<file path="config.mk">
export PLATFORM = sky130hd
export DESIGN_NAME = mux2_arb
export DESIGN_NICKNAME = d
export VERILOG_FILES = /design/src/rtl/mux2_arb_pkg.sv /design/src/rtl/mux2_arb_sync2.sv /design/src/rtl/mux2_arb.sv
export SDC_FILE = /design/constraint.sdc
export NUM_CORES = 1
export LEC_CHECK = 0
export BUFFER_PORTS_ARGS = -buffer_cell sky130_fd_sc_hd__buf_2
export CORE_MARGIN = 10
export CORE_UTILIZATION = 40
export DETAILED_ROUTE_END_ITERATION = 6
export PLACE_DENSITY = 0.59
export SYNTH_ARGS = -nofsm -noshare
export SYNTH_HDL_FRONTEND = slang
export SYNTH_SLANG_ARGS = --single-unit
</file>
<file path="constraint.sdc">
create_clock -name clk -period 1.91 [get_ports clk]
set_input_delay 0 -clock clk [delete_from_list [all_inputs] [get_ports clk]]
set_output_delay 0 -clock clk [all_outputs]
set_load 0.02 [all_outputs]
</file>
<file path="src/rtl/mux2_arb_pkg.sv">
// Shared types and constants for the mux2 control-channel arbiter.
//   state_e      : handshake FSM states (idle, setup, request, return-to-zero)
//   DefaultBurst : default max consecutive grants to one channel under contention
//   DefaultCntW  : default width of the per-channel grant counters
//   arb_pick     : grant decision for the current pending requests and run history
package mux2_arb_pkg;

  typedef enum logic [1:0] {
    StIdle  = 2'd0,
    StSetup = 2'd1,
    StReq   = 2'd2,
    StRtz   = 2'd3
  } state_e;

  localparam int unsigned DefaultBurst = 4;
  localparam int unsigned DefaultCntW  = 16;
  // Holds burst limits up to 15.
  localparam int unsigned BurstCntW    = 4;

  // Caller guarantees at least one request is pending.
  function automatic logic arb_pick(input logic                 req0,
                                    input logic                 req1,
                                    input logic                 last,
                                    input logic [BurstCntW-1:0] burst_cnt,
                                    input logic [BurstCntW-1:0] burst_lim);
    logic pick;
    if (req0 && !req1) begin
      pick = 1'b0;
    end else if (req1 && !req0) begin
      pick = 1'b1;
    end else if (burst_cnt != '0 && burst_cnt < burst_lim) begin
      pick = last;
    end else begin
      // burst_cnt is zero only before the first grant; last resets to 1, so the
      // first tie lands on channel 0.
      pick = ~last;
    end
    return pick;
  endfunction

endpackage

</file>
<file path="src/rtl/mux2_arb_sync2.sv">
// Two-flop synchronizer for one asynchronous input bit.
//   clk : destination clock
//   rst : asynchronous active-low reset, clears both stages
//   d_i : asynchronous input
//   q_o : input resynchronized to clk (two cycles of latency)
module mux2_arb_sync2 (
  input  logic clk,
  input  logic rst,
  input  logic d_i,
  output logic q_o
);

  logic meta_q;
  logic sync_q;

  always_ff @(posedge clk or negedge rst) begin
    if (!rst) begin
      meta_q <= 1'b0;
      sync_q <= 1'b0;
    end else begin
      meta_q <= d_i;
      sync_q <= meta_q;
    end
  end

  assign q_o = sync_q;

endmodule

</file>
<file path="src/rtl/mux2_arb.sv">
// Two-channel arbiter driving the control channel of a sequenced mux2 with a
// 4-phase handshake (rctl up, actl up, rctl down, actl down). Under contention a
// channel keeps the grant for at most BURST consecutive handshakes.
//
// Build option: define MUX2_ARB_SYNC_EN to pass req0_i, req1_i and actl_i through
// two-flop synchronizers (two extra cycles per input-dependent step). Without it
// the inputs must be synchronous to clk.
//
// Ports:
//   clk    : clock, all state updates on the rising edge
//   rst    : asynchronous active-low reset
//   req0_i : channel-0 request
//   req1_i : channel-1 request
//   rctl_o : control-channel request to mux2
//   dctl_o : control-channel select to mux2 (0 = channel 0, 1 = channel 1)
//   actl_i : control-channel acknowledge from mux2
//   busy_o : high while a handshake is in progress (state not idle)
//   cnt0_o : completed channel-0 grants, wraps
//   cnt1_o : completed channel-1 grants, wraps
module mux2_arb
  import mux2_arb_pkg::*;
#(
  parameter int unsigned BURST = DefaultBurst,
  parameter int unsigned CNT_W = DefaultCntW
) (
  input  logic             clk,
  input  logic             rst,
  input  logic             req0_i,
  input  logic             req1_i,
  output logic             rctl_o,
  output logic             dctl_o,
  input  logic             actl_i,
  output logic             busy_o,
  output logic [CNT_W-1:0] cnt0_o,
  output logic [CNT_W-1:0] cnt1_o
);

  localparam logic [BurstCntW-1:0] BurstLim = BurstCntW'(BURST);

  logic req0;
  logic req1;
  logic actl;

`ifdef MUX2_ARB_SYNC_EN
  mux2_arb_sync2 u_sync_req0 (
    .clk (clk),
    .rst (rst),
    .d_i (req0_i),
    .q_o (req0)
  );

  mux2_arb_sync2 u_sync_req1 (
    .clk (clk),
    .rst (rst),
    .d_i (req1_i),
    .q_o (req1)
  );

  mux2_arb_sync2 u_sync_actl (
    .clk (clk),
    .rst (rst),
    .d_i (actl_i),
    .q_o (actl)
  );
`else
  assign req0 = req0_i;
  assign req1 = req1_i;
  assign actl = actl_i;
`endif

  state_e               state_q;
  logic                 rctl_q;
  logic                 dctl_q;
  logic                 busy_q;
  logic                 last_q;
  logic [BurstCntW-1:0] burst_cnt_q;
  logic [CNT_W-1:0]     cnt0_q;
  logic [CNT_W-1:0]     cnt1_q;
  logic                 grant;

  assign grant = arb_pick(req0, req1, last_q, burst_cnt_q, BurstLim);

  always_ff @(posedge clk or negedge rst) begin
    if (!rst) begin
      state_q     <= StIdle;
      rctl_q      <= 1'b0;
      dctl_q      <= 1'b0;
      busy_q      <= 1'b0;
      last_q      <= 1'b1;
      burst_cnt_q <= '0;
      cnt0_q      <= '0;
      cnt1_q      <= '0;
    end else begin
      case (state_q)
        StIdle: begin
          // A high actl here is a stale ack from a previous cycle; wait it out.
          if (!actl && (req0 || req1)) begin
            dctl_q  <= grant;
            last_q  <= grant;
            busy_q  <= 1'b1;
            state_q <= StSetup;
            if (grant != last_q || burst_cnt_q == '0) begin
              burst_cnt_q <= BurstCntW'(1);
            end else if (burst_cnt_q < BurstLim) begin
              burst_cnt_q <= burst_cnt_q + BurstCntW'(1);
            end
          end
        end
        StSetup: begin
          // One cycle of dctl setup before rctl rises (bundled data).
          rctl_q  <= 1'b1;
          state_q <= StReq;
        end
        StReq: begin
          if (actl) begin
            rctl_q  <= 1'b0;
            state_q <= StRtz;
          end
        end
        StRtz: begin
          if (!actl) begin
            if (dctl_q) begin
              cnt1_q <= cnt1_q + CNT_W'(1);
            end else begin
              cnt0_q <= cnt0_q + CNT_W'(1);
            end
            busy_q  <= 1'b0;
            state_q <= StIdle;
          end
        end
        default: begin
          rctl_q  <= 1'b0;
          busy_q  <= 1'b0;
          state_q <= StIdle;
        end
      endcase
    end
  end

  assign rctl_o = rctl_q;
  assign dctl_o = dctl_q;
  assign busy_o = busy_q;
  assign cnt0_o = cnt0_q;
  assign cnt1_o = cnt1_q;

endmodule

</file>
# Word level (Yosys, flattened, before mapping)
# Index checks and enable logic that the tools add are counted.
op_classes:
  addsub: 3
  magnitude_cmp: 1
  n_eq_ne: 7
  muxes: 14
  bitwise: 3
  n_reduce_logical: 22
op_table:
  columns: ["op", "n"]
  rows:
  - ["adder 16 x 1 -> 16 bit (second input constant)", 2]
  - ["AND reduction 3 bit", 5]
  - ["two-way mux 4 bit", 2]
  - ["one-hot mux 2 bit (4 select lines)", 1]
  - ["two-way mux 1 bit", 6]
  - ["two-way mux 2 bit", 3]
  - ["!= test 2 bit (second input constant)", 3]
  - ["nonzero test 2 bit", 3]
  - ["adder 4 x 1 -> 4 bit (second input constant)", 1]
  - ["== test 2 bit (second input constant)", 2]
  - ["logical AND 1 bit", 4]
  - ["logical NOT 4 bit", 1]
  - ["less-than comparator 4 x 3 -> 1 bit (second input constant)", 1]
  - ["one-hot mux 1 bit (2 select lines)", 2]
  - ["AND reduction 2 bit", 2]
  - ["nonzero test 4 bit", 1]
  - ["logical NOT 1 bit", 3]
  - ["inverter 1 bit", 3]
  - ["== test 2 x 1 -> 1 bit (second input constant)", 1]
  - ["logical NOT 2 bit", 1]
  - ["logical OR 1 bit", 2]
  - ["!= test 1 bit", 1]
word_totals:
  register_bits: 42
  inputBits: 5
  output_inout_bits: 35
  wordCells: 58

# Longest topological paths before layout
depth:
  ltp_word: 9
  mapped_depth: 6
  mapped_depth_nobuf: 6

# Worst setup path before layout
# Ideal clock, no wire load.
synth_path:
  kind: "register -> register"
  start: "register state_q[1]"
  end: "register cnt0_q[13], in the netlist cnt0_o[13]"
  setup_time_ps: 129
  t_arrival_ps: 1682
  required_time_ps: 1781
  setup_slack_ps: 99
  path_stages_with_launch: 6
  n_path_buf: 0
  synth_period_minus_slack_ps: 1811
  path_cell_list: "dfrtp_1 ha_1 or3b_1 nor4_4 nand3_1 xnor2_1"
synth_via:
  elab_chain_len: 2
synth_lines:
  columns: ["item", "line", "source"]
  rows:
  - ["start: declaration", "mux2_arb.sv:71", "state_e state_q;"]
  - ["start signal: assignment", "mux2_arb.sv:85", "state_q <= StIdle;"]
  - ["start signal: assignment", "mux2_arb.sv:101", "state_q <= StSetup;"]
  - ["start signal: assignment", "mux2_arb.sv:112", "state_q <= StReq;"]
  - ["== test 2 bit", "mux2_arb.sv:94", "case (state_q)"]
  - ["AND reduction 3 bit (no source line)", null, null]
  - ["end signal: assignment", "mux2_arb.sv:125", "cnt0_q <= cnt0_q + CNT_W'(1);"]
  - ["end: declaration", "mux2_arb.sv:77", "logic [CNT_W-1:0] cnt0_q;"]
# No other way between the ends.
# A chain may end at the register's enable or synchronous reset.

# Final worst setup path
# Same ends and word-level chain as after synthesis.

==> impl.org <==
** Power and ir drop
- Clk network pwr share :: 27.5%
- LEAKAGE :: 1.28 nW
- Cell internal power was estimated by the tool at 2.03 mW.
- Total power :: 3.05 mW
- Sequential group share of total power :: 40.7%
- Peak supply drop :: 0.583 mV
- NetSw :: 1.03 mW
- In this run switching power makes up 33.6% of total power.
- Logic pwr share :: 31.8%
- In this run the power density over the cells is 1200 nW/um2.

** Floorplan
- CORE AREA :: 5040 um2
- Num ports :: 40
- Vert. Die Dim :: 91.7 um
- Starting density of the core :: 40.7%
- Site row count :: 26
- The die covers 8400 um2.
- Die Width :: 91.7 um

** Routing
- Number of design rule violations left after detail routing :: 0
- Wire length on met1 :: 1.87 mm
- DR pass1 iterations :: 4
- Wires add up to 4.14 mm.
- Top routing layer in use :: met4
- Iter 0 DRT Violations :: 33
- Number of nets with antenna violations after detailed routing :: 0
- Sum of met3 wire segment lengths after detailed routing :: 228 um
- Number of vias in the routed layout :: 1518
- Amount of wire on met2 after detailed routing :: 1.99 mm
- Detail-routed via count per cell :: 4.83
- Wire per inst :: 13.2 um

** Finish
- Net count of the finished layout :: 256
- Fillcell total :: 483
- Area grow syn2layout :: 24.1%
- 0 antenna diodes ended up in the layout.
- Cells fill 50.5% of the core in the end.
- Non-filler cells, final :: 314
- Fraction of layout instances using a drive strength above 1 :: 26.6%
- Post-route cell area :: 2550 um2

** Logic synthesis
- Count of distinct cell types in the synthesized netlist :: 40
- Number of cells produced by synthesis :: 190
- Cell type with the highest aggregate area in the netlist :: sky130_fd_sc_hd__dfrtp_1
- Async SR Flop Fraction :: 100%
- The average instance in the mapped netlist occupies 10.8 um2.
- The share of synthesized area in the top cell type comes to 49.9%.
- Leading post-synthesis cells by instance count :: sky130_fd_sc_hd__dfrtp_1, sky130_fd_sc_hd__xnor2_1, sky130_fd_sc_hd__nand2_1, sky130_fd_sc_hd__nand3_1, sky130_fd_sc_hd__nor2_1
- Counting flops with a built-in enable in the synthesized netlist gives 0.
- Among all flip-flop cells after synthesis, the most frequent one is sky130_fd_sc_hd__dfrtp_1.
- The number of nets in the synthesized netlist is 203.
- Sequential cells were found to cover 51.2% of the synthesized design area.
- Biggest area contributors in the synthesized netlist :: sky130_fd_sc_hd__dfrtp_1, sky130_fd_sc_hd__xnor2_1, sky130_fd_sc_hd__ha_1
- After synthesis the netlist holds a flip-flop and latch count of 42.
- The synthesized netlist occupies a cell area of 2050 um2.
- Dominant cell by count in the synthesized netlist :: sky130_fd_sc_hd__dfrtp_1
- For this run, the number of Yosys warnings is 0.

** Run status
- Status :: finished clean

** Hold path
- The worst hold path terminates at last_q.
- In this run the worst hold path is classified as input port to flip-flop.
- Worst hold path startpoint :: req0_i
- Hold Crit Depth :: 3

** Global routing
- The number of global-route vias before repair was 1610.
- After global routing the overflow that remains totals 0.
- Antenna violations before repair :: 0
- Pin count of the biggest net entering global routing :: 29
- Wire length of the first global-routing pass :: 7.40 mm
- Global routing used 10.6% of the available tracks across all layers.

** Worst setup path
- Buf+Inv Stages, Crit Path :: 0
- In this run the register-to-register setup slack is 0.13 ns.
- Highest-delay cell along the critical path :: sky130_fd_sc_hd__or3b_1
- In this run the critical register-to-register path is launched from state_q[1].
- Reg2reg path depth :: 5
- STA classifies the critical path endpoint as a flip-flop.
- Crit start category :: flip-flop
- At the worst endpoint, the required time is 2.09 ns.
- Biggest fanout along the worst timing path :: 4
- Traced cell by cell, the critical path runs through ha_1 -> or3b_1 -> nor4_4 -> nand3_1 -> xnor2_1.
- In this run the critical register-to-register path is captured at cnt0_o[13].
- Grouping stages by cell kind, the critical path spends the most delay in simple AND/OR/NAND/NOR gates.
- Data on the critical path arrives at its endpoint at 1.96 ns.
- In this design, the stage delay of the slowest critical-path cell is 0.44 ns.
- Type of the worst setup path :: flip-flop to flip-flop

** Flow run
- Number of max-cap violations :: 0

** CTS
- Post-CTS timing repair inserted 0 buffers for setup.
- The clock drives 42 sinks.
- Cell at the root of the clock tree :: sky130_fd_sc_hd__clkbuf_8
- After clock tree synthesis, the clock-pin slew on the worst setup and hold paths is 0.08 ns.
- The H-tree was split into 2 levels.
- At the later pin of the worst-skew pair, clock insertion delay measures 0.29 ns.
- TritonCTS built the clock tree.
- Clock buffer count from CTS :: 5
- The clock passes through at most 2 buffers.

** Place
- HPWL reported at the end of detailed placement :: 3.24 mm
- The placed instances occupy a cell area of 2380 um2.
- Port bufs :: 39
- At the placement stage, the worst setup path has a slack of 0.136 ns.
- Global placer's final weighted congestion :: 0.781
- Cell count after placement :: 304

** Timing
- For the final database, setup skew stands at 0.00751 ns.
- Worst setup slack after layout :: 0.134 ns
- Setup violations remaining at the end of the flow were counted as 0.
- The max-slew violation count was 0.
- For the pin with the worst max-slew slack, the measured transition is 0.640 ns.
- Unrepaired setup endpoints after global routing :: false
- Clock period minus final worst setup slack :: 1.78 ns
- The final hold violation count was 0.
- The tightest hold path in the finished design has a slack of 0.0554 ns.
- Headroom to the max-slew limit came out at 57.3%.
- TNS Setup :: 0 ns
- Final period util :: 93.0%
- FMAX :: 563 MHz
layout make-up:
class                           instances  area, um2  area share (%)
Sequential cell                        42       1050            41.3
Multi-Input combinational cell        136        962            37.8
Timing Repair Buffer                   49        275            10.8
Tap cell                               70       87.6            3.44
Clock buffer                            5       68.8            2.70
Clock inverter                          3       68.8            2.70
Inverter                                9       33.8            1.33
layer usage:
| metal | GRT usage (%) | up-vias |
|---|---|---|
| li1 | - | 761 |
| met1 | 11.8 | 727 |
| met2 | 18.3 | 25 |
| met3 | 3.83 | 5 |
| met4 | 3.52 | 0 |
| met5 | 0 | - |
layout by cell type, fill, tap and decap left out, types with 3 or more instances in the layout:
master                     count
sky130_fd_sc_hd__dfrtp_1      41
sky130_fd_sc_hd__buf_2        39
sky130_fd_sc_hd__xnor2_1      21
sky130_fd_sc_hd__nand2_1      16
sky130_fd_sc_hd__nand3_1      14
sky130_fd_sc_hd__nor2_1       12
sky130_fd_sc_hd__xor2_1       10
sky130_fd_sc_hd__inv_1         9
sky130_fd_sc_hd__ha_1          8
sky130_fd_sc_hd__buf_4         8
sky130_fd_sc_hd__nand4_1       6
sky130_fd_sc_hd__a21oi_1       6
sky130_fd_sc_hd__clkbuf_8      5
sky130_fd_sc_hd__mux2_2        4
sky130_fd_sc_hd__and2_1        4
sky130_fd_sc_hd__nor3_1        3
sky130_fd_sc_hd__and3_1        3
flip-flops by register name, summed over array words and instances, names as in the netlist:
register,cells
cnt0_o,16
busy_o,1
state_q,2
rctl_o,1
dctl_o,1
last_q,1
cnt1_o,16
burst_cnt_q,4
tightest hold or removal path, delay by kind of cell:
kind            cells  cell delay [ns]
compound gates      1             0.14
buf+inv             1             0.15
simple gates        1             0.05
how the worst max path moves through the flow:
stage / start / end / slack [ns] / depth (start not counted)
after global routing: state_q[1] / cnt1_o[14] / 0.01 / 6
final: state_q[1] / cnt0_o[13] / 0.13 / 5
after global placement: state_q[1] / cnt0_o[15] / 0.16 / 5
after detailed placement: state_q[1] / cnt0_o[15] / 0.14 / 5
after floorplan: state_q[1] / cnt0_o[13] / 0.1 / 5
after CTS: state_q[1] / cnt0_o[13] / 0.12 / 5
power by group through the flow:
| stage | combinational (mW) | clock (mW) | sequential, mW |
|---|---|---|---|
| 2_1_floorplan | 0.558 | 0 | 1.34 |
| 3_3_place_gp | 0.971 | 0 | 1.26 |
| 3_5_place_dp | 0.991 | 0 | 1.26 |
| 4_1_cts | 0.997 | 0.865 | 1.24 |
| 5_1_grt | 1.10 | 0.903 | 1.28 |
| 6_report | 0.971 | 0.839 | 1.24 |
what timing repair did:
item / in CTS / in global routing
endpoints found under the setup margin: 0 / 1
hold buffers: 2 / 0
gates resized for setup: 0 / 1
endpoints found under the hold margin: 27 / 0
cells by family after synthesis:
kind of cell,after synthesis,share of synthesized area [%]
simple gates,73,19.4
buf+inv,12,2.25
compound gates,20,6.88
flops,42,51.2
mux,4,2.19
xor+xnor,31,13.2
fa+ha+maj,8,4.87
No activity file was read; power rests on OpenSTA's default activity.
